## src/rtl/uart_tx_mmio_pkg.sv

```systemverilog
// Shared types and constants for the memory-mapped UART transmitter.
// The package is called uart_pkg because the FIFO and the top both import it.
package uart_pkg;

  typedef enum logic [1:0] {
    IDLE  = 2'd0,
    START = 2'd1,
    DATA  = 2'd2,
    STOP  = 2'd3
  } uart_tx_state_t;

  // Bit positions inside the status register.
  localparam int ST_FULL = 0;
  localparam int ST_BUSY = 1;
  localparam int ST_OVF  = 2;

  localparam int          DEF_ADDR_WIDTH = 12;
  localparam logic [11:0] DEF_DATA_ADDR  = 12'h082;
  localparam logic [11:0] DEF_STAT_ADDR  = 12'h084;

  function automatic int calc_div(input int clock_hz, input int baud);
    return clock_hz / baud;
  endfunction

endpackage

```

## src/rtl/uart_tx_mmio_if.sv

```systemverilog
// CPU store/load bus seen by the UART: address, write strobe, write data
// and the registered read data that the top level muxes into rd_data.
interface uart_tx_mmio_if #(
  parameter int ADDR_WIDTH = 12
) ();
  logic [ADDR_WIDTH-1:0] addr;
  logic                  wr;
  logic [7:0]            wr_data;
  logic [7:0]            rd_data;

  modport master (output addr, output wr, output wr_data, input  rd_data);
  modport slave  (input  addr, input  wr, input  wr_data, output rd_data);
endinterface

```

## src/rtl/uart_tx_mmio_fifo.sv

```systemverilog
// Transmit FIFO with extended pointers (one wrap bit) and a combinational head.
// A push into a full FIFO is taken only when a pop happens on the same edge.
module sync_fifo
  import uart_pkg::*;
#(
  parameter int WIDTH = 8,
  parameter int DEPTH = 16
) (
  input  logic             clk,
  input  logic             rst,
  input  logic             push,
  input  logic             pop,
  input  logic [WIDTH-1:0] din,
  output logic [WIDTH-1:0] dout,
  output logic             full,
  output logic             empty
);
  localparam int AW = $clog2(DEPTH);

  logic [WIDTH-1:0] mem [DEPTH];
  logic [AW:0]      wr_ptr_q, wr_ptr_d;
  logic [AW:0]      rd_ptr_q, rd_ptr_d;
  logic             do_push;
  logic             do_pop;

  assign empty   = (wr_ptr_q == rd_ptr_q);
  assign full    = (wr_ptr_q[AW] != rd_ptr_q[AW]) &&
                   (wr_ptr_q[AW-1:0] == rd_ptr_q[AW-1:0]);
  assign do_pop  = pop && !empty;
  assign do_push = push && (!full || do_pop);
  assign dout    = mem[rd_ptr_q[AW-1:0]];

  always_comb begin
    wr_ptr_d = wr_ptr_q;
    rd_ptr_d = rd_ptr_q;
    if (do_push) wr_ptr_d = wr_ptr_q + 1'b1;
    if (do_pop)  rd_ptr_d = rd_ptr_q + 1'b1;
  end

  always_ff @(posedge clk or posedge rst) begin
    if (rst) begin
      wr_ptr_q <= '0;
      rd_ptr_q <= '0;
    end else begin
      wr_ptr_q <= wr_ptr_d;
      rd_ptr_q <= rd_ptr_d;
    end
  end

  // Storage carries no reset; only the pointers define validity.
  always_ff @(posedge clk) begin
    if (do_push) mem[wr_ptr_q[AW-1:0]] <= din;
  end

endmodule

```

## src/rtl/uart_tx_mmio.sv

```systemverilog
// Memory-mapped 8N1 UART transmitter: stores to DATA_ADDR queue bytes,
// STAT_ADDR reads {overflow, busy, full} and writing bit 2 clears overflow.
module uart_tx_mmio
  import uart_pkg::*;
#(
  parameter int                    CLOCK_HZ   = 27_000_000,
  parameter int                    BAUD       = 115_200,
  parameter int                    DEPTH      = 16,
  parameter int                    ADDR_WIDTH = 12,
  parameter logic [ADDR_WIDTH-1:0] DATA_ADDR  = 'h082,
  parameter logic [ADDR_WIDTH-1:0] STAT_ADDR  = 'h084
) (
  input  logic                 clk,
  input  logic                 rst,
  uart_tx_mmio_if.slave        bus,
  output logic                 tx,
  output logic                 irq_empty
);
  localparam int DIV = calc_div(CLOCK_HZ, BAUD);
  localparam int CW  = $clog2(DIV);

  uart_tx_state_t state_q, state_d;
  logic [CW-1:0]  cnt_q, cnt_d;
  logic [2:0]     bit_idx_q, bit_idx_d;
  logic [7:0]     shift_q, shift_d;
  logic           tx_q, tx_d;
  logic           ovf_q, ovf_d;
  logic [7:0]     rd_data_q, rd_data_d;
  logic           irq_q, irq_d;

  logic           fifo_pop;
  logic [7:0]     fifo_dout;
  logic           fifo_full;
  logic           fifo_empty;
  logic           push_req;
  logic           stat_hit;
  logic           wrap;
  logic           busy;
  logic [7:0]     status;

  assign push_req = bus.wr && (bus.addr == DATA_ADDR);
  assign stat_hit = (bus.addr == STAT_ADDR);
  assign wrap     = (cnt_q == CW'(DIV - 1));
  assign busy     = !fifo_empty || (state_q != IDLE);

  sync_fifo #(
    .WIDTH (8),
    .DEPTH (DEPTH)
  ) u_fifo (
    .clk   (clk),
    .rst   (rst),
    .push  (push_req),
    .pop   (fifo_pop),
    .din   (bus.wr_data),
    .dout  (fifo_dout),
    .full  (fifo_full),
    .empty (fifo_empty)
  );

  // tx is registered from the next-state decode so the line never glitches
  // and drops low on the same edge that pops the byte.
  always_comb begin
    state_d   = state_q;
    cnt_d     = cnt_q;
    bit_idx_d = bit_idx_q;
    shift_d   = shift_q;
    tx_d      = tx_q;
    fifo_pop  = 1'b0;
    case (state_q)
      IDLE: begin
        tx_d  = 1'b1;
        cnt_d = '0;
        if (!fifo_empty) begin
          fifo_pop = 1'b1;
          shift_d  = fifo_dout;
          state_d  = START;
          tx_d     = 1'b0;
        end
      end
      START: begin
        cnt_d = cnt_q + 1'b1;
        if (wrap) begin
          cnt_d     = '0;
          bit_idx_d = '0;
          state_d   = DATA;
          tx_d      = shift_q[0];
        end
      end
      DATA: begin
        cnt_d = cnt_q + 1'b1;
        if (wrap) begin
          cnt_d   = '0;
          shift_d = shift_q >> 1;
          if (bit_idx_q == 3'd7) begin
            state_d = STOP;
            tx_d    = 1'b1;
          end else begin
            bit_idx_d = bit_idx_q + 1'b1;
            tx_d      = shift_q[1];
          end
        end
      end
      STOP: begin
        cnt_d = cnt_q + 1'b1;
        if (wrap) begin
          cnt_d = '0;
          // Back-to-back frames: next start bit follows the stop bit directly.
          if (!fifo_empty) begin
            fifo_pop = 1'b1;
            shift_d  = fifo_dout;
            state_d  = START;
            tx_d     = 1'b0;
          end else begin
            state_d = IDLE;
            tx_d    = 1'b1;
          end
        end
      end
      default: begin
        state_d = IDLE;
        tx_d    = 1'b1;
      end
    endcase
  end

  always_comb begin
    status          = '0;
    status[ST_FULL] = fifo_full;
    status[ST_BUSY] = busy;
    status[ST_OVF]  = ovf_q;

    rd_data_d = stat_hit ? status : 8'h00;
    irq_d     = !busy;

    // A dropped byte in the same cycle as a clear keeps the flag set.
    ovf_d = ovf_q;
    if (push_req && fifo_full && !fifo_pop)
      ovf_d = 1'b1;
    else if (bus.wr && stat_hit && bus.wr_data[ST_OVF])
      ovf_d = 1'b0;
  end

  always_ff @(posedge clk or posedge rst) begin
    if (rst) begin
      state_q   <= IDLE;
      cnt_q     <= '0;
      bit_idx_q <= '0;
      shift_q   <= '0;
      tx_q      <= 1'b1;
      ovf_q     <= 1'b0;
      rd_data_q <= 8'h00;
      irq_q     <= 1'b1;
    end else begin
      state_q   <= state_d;
      cnt_q     <= cnt_d;
      bit_idx_q <= bit_idx_d;
      shift_q   <= shift_d;
      tx_q      <= tx_d;
      ovf_q     <= ovf_d;
      rd_data_q <= rd_data_d;
      irq_q     <= irq_d;
    end
  end

  assign tx          = tx_q;
  assign irq_empty   = irq_q;
  assign bus.rd_data = rd_data_q;

endmodule

```

## src/flat_wrapper.sv

```systemverilog
// flat-port wrapper written by rule: the top's interface ports become plain ports
module uart_tx_mmio_flat import uart_pkg::*;
#(
  parameter int                    CLOCK_HZ   = 27_000_000,
  parameter int                    BAUD       = 115_200,
  parameter int                    DEPTH      = 16,
  parameter int                    ADDR_WIDTH = 12,
  parameter logic [ADDR_WIDTH-1:0] DATA_ADDR  = 'h082,
  parameter logic [ADDR_WIDTH-1:0] STAT_ADDR  = 'h084
)
  (clk, rst, tx, irq_empty, bus_addr, bus_wr, bus_wr_data, bus_rd_data);
  uart_tx_mmio_if #(.ADDR_WIDTH(ADDR_WIDTH)) bus_i ();
  input  logic clk;
  input  logic rst;
  output logic tx;
  output logic irq_empty;
  input wire logic [$bits(bus_i.addr)-1:0] bus_addr;
  input wire logic [$bits(bus_i.wr)-1:0] bus_wr;
  input wire logic [$bits(bus_i.wr_data)-1:0] bus_wr_data;
  output wire logic [$bits(bus_i.rd_data)-1:0] bus_rd_data;
  assign bus_i.addr = bus_addr;
  assign bus_i.wr = bus_wr;
  assign bus_i.wr_data = bus_wr_data;
  assign bus_rd_data = bus_i.rd_data;
  uart_tx_mmio #(.CLOCK_HZ(CLOCK_HZ), .BAUD(BAUD), .DEPTH(DEPTH), .ADDR_WIDTH(ADDR_WIDTH), .DATA_ADDR(DATA_ADDR), .STAT_ADDR(STAT_ADDR)) u_core (.clk(clk), .rst(rst), .bus(bus_i), .tx(tx), .irq_empty(irq_empty));
endmodule
```

## config.mk

```make
export PLATFORM = sky130hd
export DESIGN_NAME = uart_tx_mmio_flat
export DESIGN_NICKNAME = d
export VERILOG_FILES = /design/src/rtl/uart_tx_mmio_pkg.sv /design/src/rtl/uart_tx_mmio_if.sv /design/src/rtl/uart_tx_mmio_fifo.sv /design/src/rtl/uart_tx_mmio.sv /design/src/flat_wrapper.sv
export SDC_FILE = /design/constraint.sdc
export NUM_CORES = 1
export LEC_CHECK = 0
export ABC_AREA = 1
export CORE_MARGIN = 2
export CORE_UTILIZATION = 50
export CTS_CLUSTER_SIZE = 14
export DETAILED_ROUTE_END_ITERATION = 12
export PLACE_DENSITY = 0.71
export SKIP_CTS_REPAIR_TIMING = 1
export SLEW_MARGIN = 20
export SYNTH_ARGS = -nofsm -noshare
export SYNTH_HDL_FRONTEND = slang
export SYNTH_SLANG_ARGS = --single-unit
```

## constraint.sdc

```tcl
create_clock -name clk -period 5.8 [get_ports clk]
set_input_delay 1.16 -clock clk [delete_from_list [all_inputs] [get_ports clk]]
set_output_delay 1.16 -clock clk [all_outputs]
set_load 0.05 [all_outputs]
```

==> results of run 1 <==
[tightest hold or removal path: stages (launching register included)]
cell and delay (ns):
sky130_fd_sc_hd__dfrtp_1 0.35, sky130_fd_sc_hd__nand2_1 0.05, sky130_fd_sc_hd__nand2_1 0.05
[metrics by stage]
| step | power, uW | hold slack, ns | cell area (sq um) |
|---|---|---|---|
| after floorplan | 2350 | 0.450 | 7460 |
| after global placement | 2590 | 0.465 | 7820 |
| after detailed placement | 2620 | 0.466 | 7820 |
| after CTS | 3740 | 0.483 | 8410 |
| after global routing | 3970 | 0.518 | 8420 |
| final | 3740 | 0.487 | 8420 |
[sequential cells by signal, summed over array words and instances (netlist names)]
name / cells
u_core.state_q: 2
u_core.u_fifo.rd_ptr_q: 5
u_core.tx: 1
u_core.bit_idx_q: 3
u_core.irq_empty: 1
u_core.cnt_q: 8
u_core.shift_q: 8
u_core.u_fifo.mem: 128
u_core.u_fifo.wr_ptr_q: 5
u_core.ovf_q: 1
u_core.bus.rd_data: 3
[per-layer routing]
| layer | vias to the layer above | wire [um] |
|---|---|---|
| met4 | 0 | 442 |
| met1 | 2439 | 6960 |
| li1 | 2497 | - |
| met5 | - | 0 |
| met3 | 32 | 1190 |
| met2 | 220 | 8070 |
[kinds of logic after synthesis]
group                    synth area share (%)
AO/OA/AOI/OAI                            3.95
XOR/XNOR                                 1.29
adder cells (fa/ha/maj)                  2.35
buffers and inverters                    4.87
flip-flops                               64.1
other                                  0.0503
AND/OR/NAND/NOR                          23.4
[final cells by class]
class	count	share of cell area, %
inverter	51	2.27
clock inverter	14	1.98
sequential	165	56.7
multi-input combinational	496	27.7
timing repair buffer	30	3.48
clock buffer	18	5.10
tap	184	2.74
[final timing paths]
check                                     startpoint                   endpoint  slack (ns)
setup / recovery           u_core.u_fifo.rd_ptr_q[0]    u_core.u_fifo.mem[6][3]        2.35
hold / removal                     u_core.shift_q[5]          u_core.shift_q[5]        0.49
setup reg to reg           u_core.u_fifo.rd_ptr_q[0]    u_core.u_fifo.mem[6][3]        2.35
hold reg to reg                    u_core.shift_q[5]          u_core.shift_q[5]        0.49
max in group asynchronous                        rst                  u_core.tx        3.91
min in group asynchronous                        rst  u_core.u_fifo.wr_ptr_q[3]        1.12
[synthesized netlist by cell type]
master                       n  share of area, %
sky130_fd_sc_hd__nand2_4     3              0.45
sky130_fd_sc_hd__o21ai_0    45               3.0
sky130_fd_sc_hd__nor2_1    102               5.1
sky130_fd_sc_hd__buf_4       5              0.50
sky130_fd_sc_hd__nor2_4      2              0.30
sky130_fd_sc_hd__nand2_1   196               9.9
sky130_fd_sc_hd__nor3_2      2              0.27
sky130_fd_sc_hd__o211ai_1    1              0.10
sky130_fd_sc_hd__nand3_1    71               4.8
sky130_fd_sc_hd__nor4_1      2              0.17
sky130_fd_sc_hd__nand2_2     5              0.42
sky130_fd_sc_hd__and2_1      1             0.084
sky130_fd_sc_hd__o31ai_1     1              0.10
sky130_fd_sc_hd__dfstp_2     2              0.71
sky130_fd_sc_hd__inv_2       5              0.25
sky130_fd_sc_hd__edfxtp_1  128                52
sky130_fd_sc_hd__xnor2_1     6              0.71
sky130_fd_sc_hd__nor2_2      2              0.17
sky130_fd_sc_hd__nand3_2     2              0.27
sky130_fd_sc_hd__dfrtp_1    35                12
sky130_fd_sc_hd__a21oi_1     9              0.60
sky130_fd_sc_hd__conb_1      1             0.050
sky130_fd_sc_hd__buf_2      14              0.94
sky130_fd_sc_hd__or2_2       2              0.17
sky130_fd_sc_hd__ha_1       14               2.4
sky130_fd_sc_hd__nor3_1     16               1.1
sky130_fd_sc_hd__clkbuf_1   11              0.55
sky130_fd_sc_hd__xor2_1      5              0.59
sky130_fd_sc_hd__nand4_1     3              0.25
sky130_fd_sc_hd__inv_1      46               2.3
sky130_fd_sc_hd__a21oi_2     1              0.12
sky130_fd_sc_hd__buf_6       2              0.30
[power by group through the flow]
stage	logic [uW]	clock network (uW)	registers, uW
2_1_floorplan	922	0	1430
3_3_place_gp	1160	0	1430
3_5_place_dp	1190	0	1430
4_1_cts	1200	1140	1410
5_1_grt	1360	1180	1420
6_report	1210	1130	1410
==> run summary, run 1 <==
In this run the static leakage power is 0.00337 uW. The worst setup slack after layout is 2.35 ns, and the final critical-path required period is 3.45 ns. The met3 track demand over resource in global routing is 5.27%, and the synthesized area is 0.00745 sq mm. Leaving out fill and tap cells, the most frequent cells in the layout are sky130_fd_sc_hd__nand2_1 (196), sky130_fd_sc_hd__edfxtp_1 (128), sky130_fd_sc_hd__nor2_1 (102). The die is 126 um tall. For the number of antenna violations at the first check in global routing, the log shows 0.

At the later pin of the worst-skew pair, clock insertion delay measures 0.43 ns. The flow ran to the end, and the final reports show no timing, DRC or antenna violations. During I/O placement, the number of pins put on the boundary was 33.

In this run, distinct cell masters in the synthesized netlist total 32. The average size of a mapped cell was 10.1 sq um; the part of the total power dissipated in sequential elements was 37.7%. The tools report the net switching power of the design as 1370 uW. The post-route clock period utilization is 59.5%.

Post-route setup TNS: 0 ns. The TritonCTS buffer count was 17; the number of buffers and inverters on the critical path was 2. The post-CTS clock slew at the launch and capture registers of the worst setup and hold paths was 0.07 ns; the total wire length after detailed routing was 16700 um. The run gives 0.00763 ns as the largest clock skew in the final design. The worst setup path is launched from a register. The logs give 44 for the number of rows created at floorplan and 798 for the count of nets after finishing. The largest vdd supply drop is 0.266 mV. The first global-routing pass estimated 26200 um of wire. Once the floorplan was initialized, standard cells occupied 51.2% of the core.

Based on the critical path, the design can be clocked at up to 290 MHz. Once layout is complete, the utilization of the core stands at 57.9%. The logs give 3.50 ns for the arrival time of the worst setup path and 0.0159 sq mm for the die footprint. Number of cells produced by synthesis: 740. For the global router's overall resource usage, the log shows 21.8%.

Setup repair after global routing left no endpoint under its margin. The switching power share of the total is 36.7%, and the routed length per instance is 17.4 um. The type of the tightest min-delay check is reg2reg. The most congested layer reported by global routing was met2. For the worst flop-to-flop path, the logic depth is 10. Synthesis inferred 165 register bits.

The maximum clock insertion buffer count is 2. The maximum cell stage delay along the critical path is 0.83 ns, and the power per unit of standard cell area is 445 mW/mm^2. Measured against its own limit, the worst slew margin works out to 31.0%.

Counting the fill cells in the layout gives 1200. The share of cells above drive strength 1 is 8.01%. The repair_antennas step left the layout with diodes totalling 0.

Across all layers, the routed design uses 5188 vias. Global routing finished with a remaining overflow of 0. OpenSTA, run right after detailed placement, puts the worst setup slack at 2.04 ns. In the global route stage, met2 resource usage came out at 36.0%. The number of failing hold endpoints at the final stage came out at 0. The library cell used most frequently in the layout, excluding fill and tap cells, is sky130_fd_sc_hd__nand2_1.

The half-perimeter wire length after placement was 10900 um. The category of the critical setup timing path was reg2reg. The cell class contributing the biggest share of worst-path delay is simple AND/OR/NAND/NOR gates. Setup violations remaining at the end of the flow were counted as 0. Of all nets on the critical path, the largest fanout is 68.

For the number of global-route vias before repair, the log shows 5063. The total area inside the core boundary comes to 0.0145 sq mm. Max-cap violations in this run came to 0. The critical path runs through a total of 10 cells. The clock network burns 30.1% of the power. For the total of warnings raised by yosys, the log shows 0.

STA classifies the critical path endpoint as a register. For the met1 track demand over resource in global routing, the log shows 28.2%. TritonCTS built the clock tree.

The number of DRC markers after the initial detailed-route iteration was 538. STA puts the critical path data required time at 5.85 ns. The detailed-route DRC error count came out at 0.

The die is 126 um wide. Combinational logic is responsible for 32.3% of the overall power. Summing all flip-flop and latch instances after layout gives 0.00477 sq mm. During placement, the flow inserted port buffers numbering 27. The measured slew at the worst slew-check pin is 1.03 ns, and the area of the multi-input gates is 0.00233 sq mm.

The H-tree was split into 4 levels. Entering global routing, the biggest net connects 69 pins. Counting tap cells, the placed design contains a total of 926 instances. The largest individual stage delay along the critical path comes from the cell sky130_fd_sc_hd__nor3_1.

The tools report the sequential cell area fraction in the yosys report as 64.1%. Cell internal power was estimated by the tool at 2370 uW. Compared with the post-synthesis result, the final layout area differs by 13.0%. Final cell count without fillers: 958. The tools report the final number of max-transition violations as 0. Dividing the detail-routed via count by the number of cells gives 5.42. The signal on the critical path passes through buf_4 -> inv_2 -> nand2_1 -> nand2_1 -> nor2_2 -> nand2_2 -> nor2_4 -> nand2_4 -> nand2_4 -> nor3_1. The final antenna-violating net count came out at 0. The tools report the total number of clock tree sinks as 165. The run gives 7 as the detailed-routing iteration count for the pre-antenna-repair pass. The congestion estimate from routability-driven global placement came to 0.907.

The root buffer cell chosen for the clock tree is sky130_fd_sc_hd__clkbuf_16. The hold path depth is 2.
Power figures use the tool's default switching activity.
==> run 2, diff against run 1 <==
clock period = 3.38 ns   (was 5.8 ns; I/O delays follow)
==> run summary, run 2 (same netlist as run 1, synthesis figures left out) <==
The run finished with clean final reports. The tools report the detailed-routing wirelength on met1 as 7010 um (+0.73%). TritonCTS built the clock tree.

The run gives 5277 (+1.7%) as the count of vias placed by the detailed router. The run gives 2.70 ns (-3.15 ns) as the required time reported for the critical path endpoint. The tools report the clock share of power as 29.1% (-1.0 points).

The total wire length after detailed routing was 16800 um (+0.67%); the final number of max-transition violations was 0 (unchanged). For the core area, the log shows 0.0145 sq mm (unchanged). The detailed-routing iteration count for the pre-antenna-repair pass is 7 (unchanged). The logs give 51.2% (unchanged) for the starting density of the core and 22.2% (+0.35 points) for the global router's overall resource usage. The master cell of the clock root buffer is sky130_fd_sc_hd__clkbuf_16. The area of placed instances is 0.00797 sq mm (+1.9%), and the post-route setup TNS is 0 ns (unchanged). The reported leakage power came out at 0.00345 uW (+2.5%).

The half-perimeter wire length after placement is 10900 um (+0.37%). The diode insertion count for antenna repair is 0 (unchanged). Category of the critical setup timing path: reg2out. The number of levels in the clock H-tree came out at 4 (unchanged). The die footprint was 0.0159 sq mm (unchanged); the maximum clock insertion buffer count was 2 (unchanged).

Die height: 126 um (unchanged). The library cells used most frequently in the layout, excluding fill and tap cells, are sky130_fd_sc_hd__nand2_1 (196), sky130_fd_sc_hd__edfxtp_1 (128), sky130_fd_sc_hd__nor2_1 (102). The run gives 1210 um (+1.9%) as the routed wire length on met3. The tools report the global-route wire length before repair as 26400 um (+1.0%). The part of the power in combinational logic was 32.4% (about the same). The port buffer count works out to 27 (unchanged). For the part of the total power dissipated in sequential elements, the log shows 38.5% (+0.8 points).

The area of all placed cells without fillers is 0.00854 sq mm (+1.4%). The largest vdd supply drop is 0.475 mV (+78%), and the number of rows created at floorplan is 44 (unchanged). The run gives 412 MHz as the maximum achievable frequency. The number of maximum-capacitance constraint violations came out at 0 (unchanged).

The maximum number of pins on one net before global-route repair came out at 66 (-4.3%). Walking the worst path, the cells encountered are clkdlybuf4s50_1. The final weighted congestion in routability-driven placement is 0.959 (+5.7%), and the flip-flop count of the largest register, all copies and words added is 128 (unchanged). In the finished design, the share of the clock period the worst path needs comes to 71.9%. For the arrival time of the worst setup path, the log shows 1.75 ns (-1.75 ns). The net switching power of the design was 2380 uW (+73%); the layout overhead on the synthesized area was 14.6%.

STA classifies the critical path endpoint as an output pin. Among cell families on the critical path, the largest total delay comes from buffers and inverters. The power per unit of standard cell area was 747 mW/mm^2 (+68%); the final antenna-violating net count was 0 (unchanged). The tools report the total grt overflow as 0 (unchanged). Setup repair after global routing left no endpoint under its margin.

The switching power share of the total is 37.3% (+0.58 points). The number of buffers and inverters on the critical path came out at 1 (-1). The run gives 0.00849 ns (+0.000862 ns) as the largest clock skew in the final design.

The highest metal layer with signal wires is met4. The count of nets after finishing is 818 (+2.5%). The logs give 623 (+16%) for the number of DRC markers after the initial detailed-route iteration and 0 (unchanged) for the number of antenna violations at the first check in global routing. The type of the tightest min-delay check was reg2reg. The post-CTS clock slew at the launch and capture registers of the worst setup and hold paths was 0.07 ns (about the same). The TritonCTS buffer count came out at 17 (unchanged). The peak fanout along the critical path is 2 (-97%). The routed length on met2 is 8060 um (-0.15%). Share of cells above drive strength 1: 10.1% (+2.1 points).

The total number of clock tree sinks is 165 (unchanged). The most common library cell in the layout ignoring fill and taps was sky130_fd_sc_hd__nand2_1. The measured slew at the worst slew-check pin came out at 0.889 ns (-0.139 ns). The run gives 33 (unchanged) as the count of boundary I/O pins.

The run gives 0 (unchanged) as the number of failing hold endpoints at the final stage. After layout, the minimum clock period comes to 2.43 ns. The mean number of vias per cell is 5.40 (-0.36%). The clock latency on the worst-skew pair was 0.44 ns (about the same). For the relative slew slack, the log shows 40.7% (+9.7 points). The nature of the critical path startpoint is a register.

The die outline width works out to 126 um (unchanged). The total power consumption of the routed design is 6370 uW (+70%), and the routed length per instance is 17.1 um (-1.4%). The number of global-route vias before repair is 5168 (+2.1%). Cell with the largest stage delay on the worst path: sky130_fd_sc_hd__clkdlybuf4s50_1.

The logs give 0 (unchanged) for the final setup violation count and 4000 uW (+69%) for the cell-internal power. The detailed-route DRC error count is 0 (unchanged), and the maximum cell stage delay along the critical path is 0.79 ns (-0.04 ns).
-- run 2: cell count changes in the layout (fill, tap and decap cells not counted), sizes merged --
| cell | previous run | this run |
|---|---|---|
| buf | 3 | 23 |
| bufinv | 2 | 1 |
| clkinvlp | 1 | 2 |
-- run 2: layer usage --
layer	vias to the layer above	track usage, %
li1	2536	-
met1	2488	28.2
met4	0	9.57
met5	-	0
met3	40	5.73
met2	213	36.1
-- run 2: power by group through the flow --
stage | sequential [uW] | combinational [uW] | clock [uW]
floorplan | 2460 | 1580 | 0
detailed placement | 2490 | 2050 | 0
CTS | 2450 | 2050 | 1890
global route | 2480 | 2320 | 1970
global placement | 2490 | 1990 | 0
finish | 2460 | 2060 | 1850
-- run 2: per-stage QoR --
stage               util (%)  std cells  setup slack (ns)  hold slack (ns)
floorplan                  -        744             0.912            0.450
global route            58.7        978             0.819            0.511
finish                  58.7        978             0.951            0.484
global placement        54.8        946             0.707            0.462
CTS                     58.7        978             0.932            0.484
detailed placement      54.8        946             0.696            0.468
-- run 2: path summary, 6_finish.rpt --
check	cells after the start	slack (ns)	to	start
min in group asynchronous	2	0.74	u_core.state_q[1]	rst
hold / removal	2	0.48	u_core.shift_q[6]	u_core.shift_q[6]
setup / recovery	1	0.95	tx	u_core.tx
setup reg to reg	9	1.03	u_core.u_fifo.mem[3][3]	u_core.u_fifo.rd_ptr_q[2]
max in group asynchronous	3	1.91	u_core.bus.rd_data[2]	rst
hold reg to reg	2	0.48	u_core.shift_q[6]	u_core.shift_q[6]
-- run 2: cell type report --
cell class                      count  area, sq um
Clock buffer                       18          429
Clock inverter                     14          140
Fill cell                        1227         6000
Inverter                           51          191
Multi-Input combinational cell    496         2330
Sequential cell                   165         4770
Tap cell                          184          230
Timing Repair Buffer               50          443
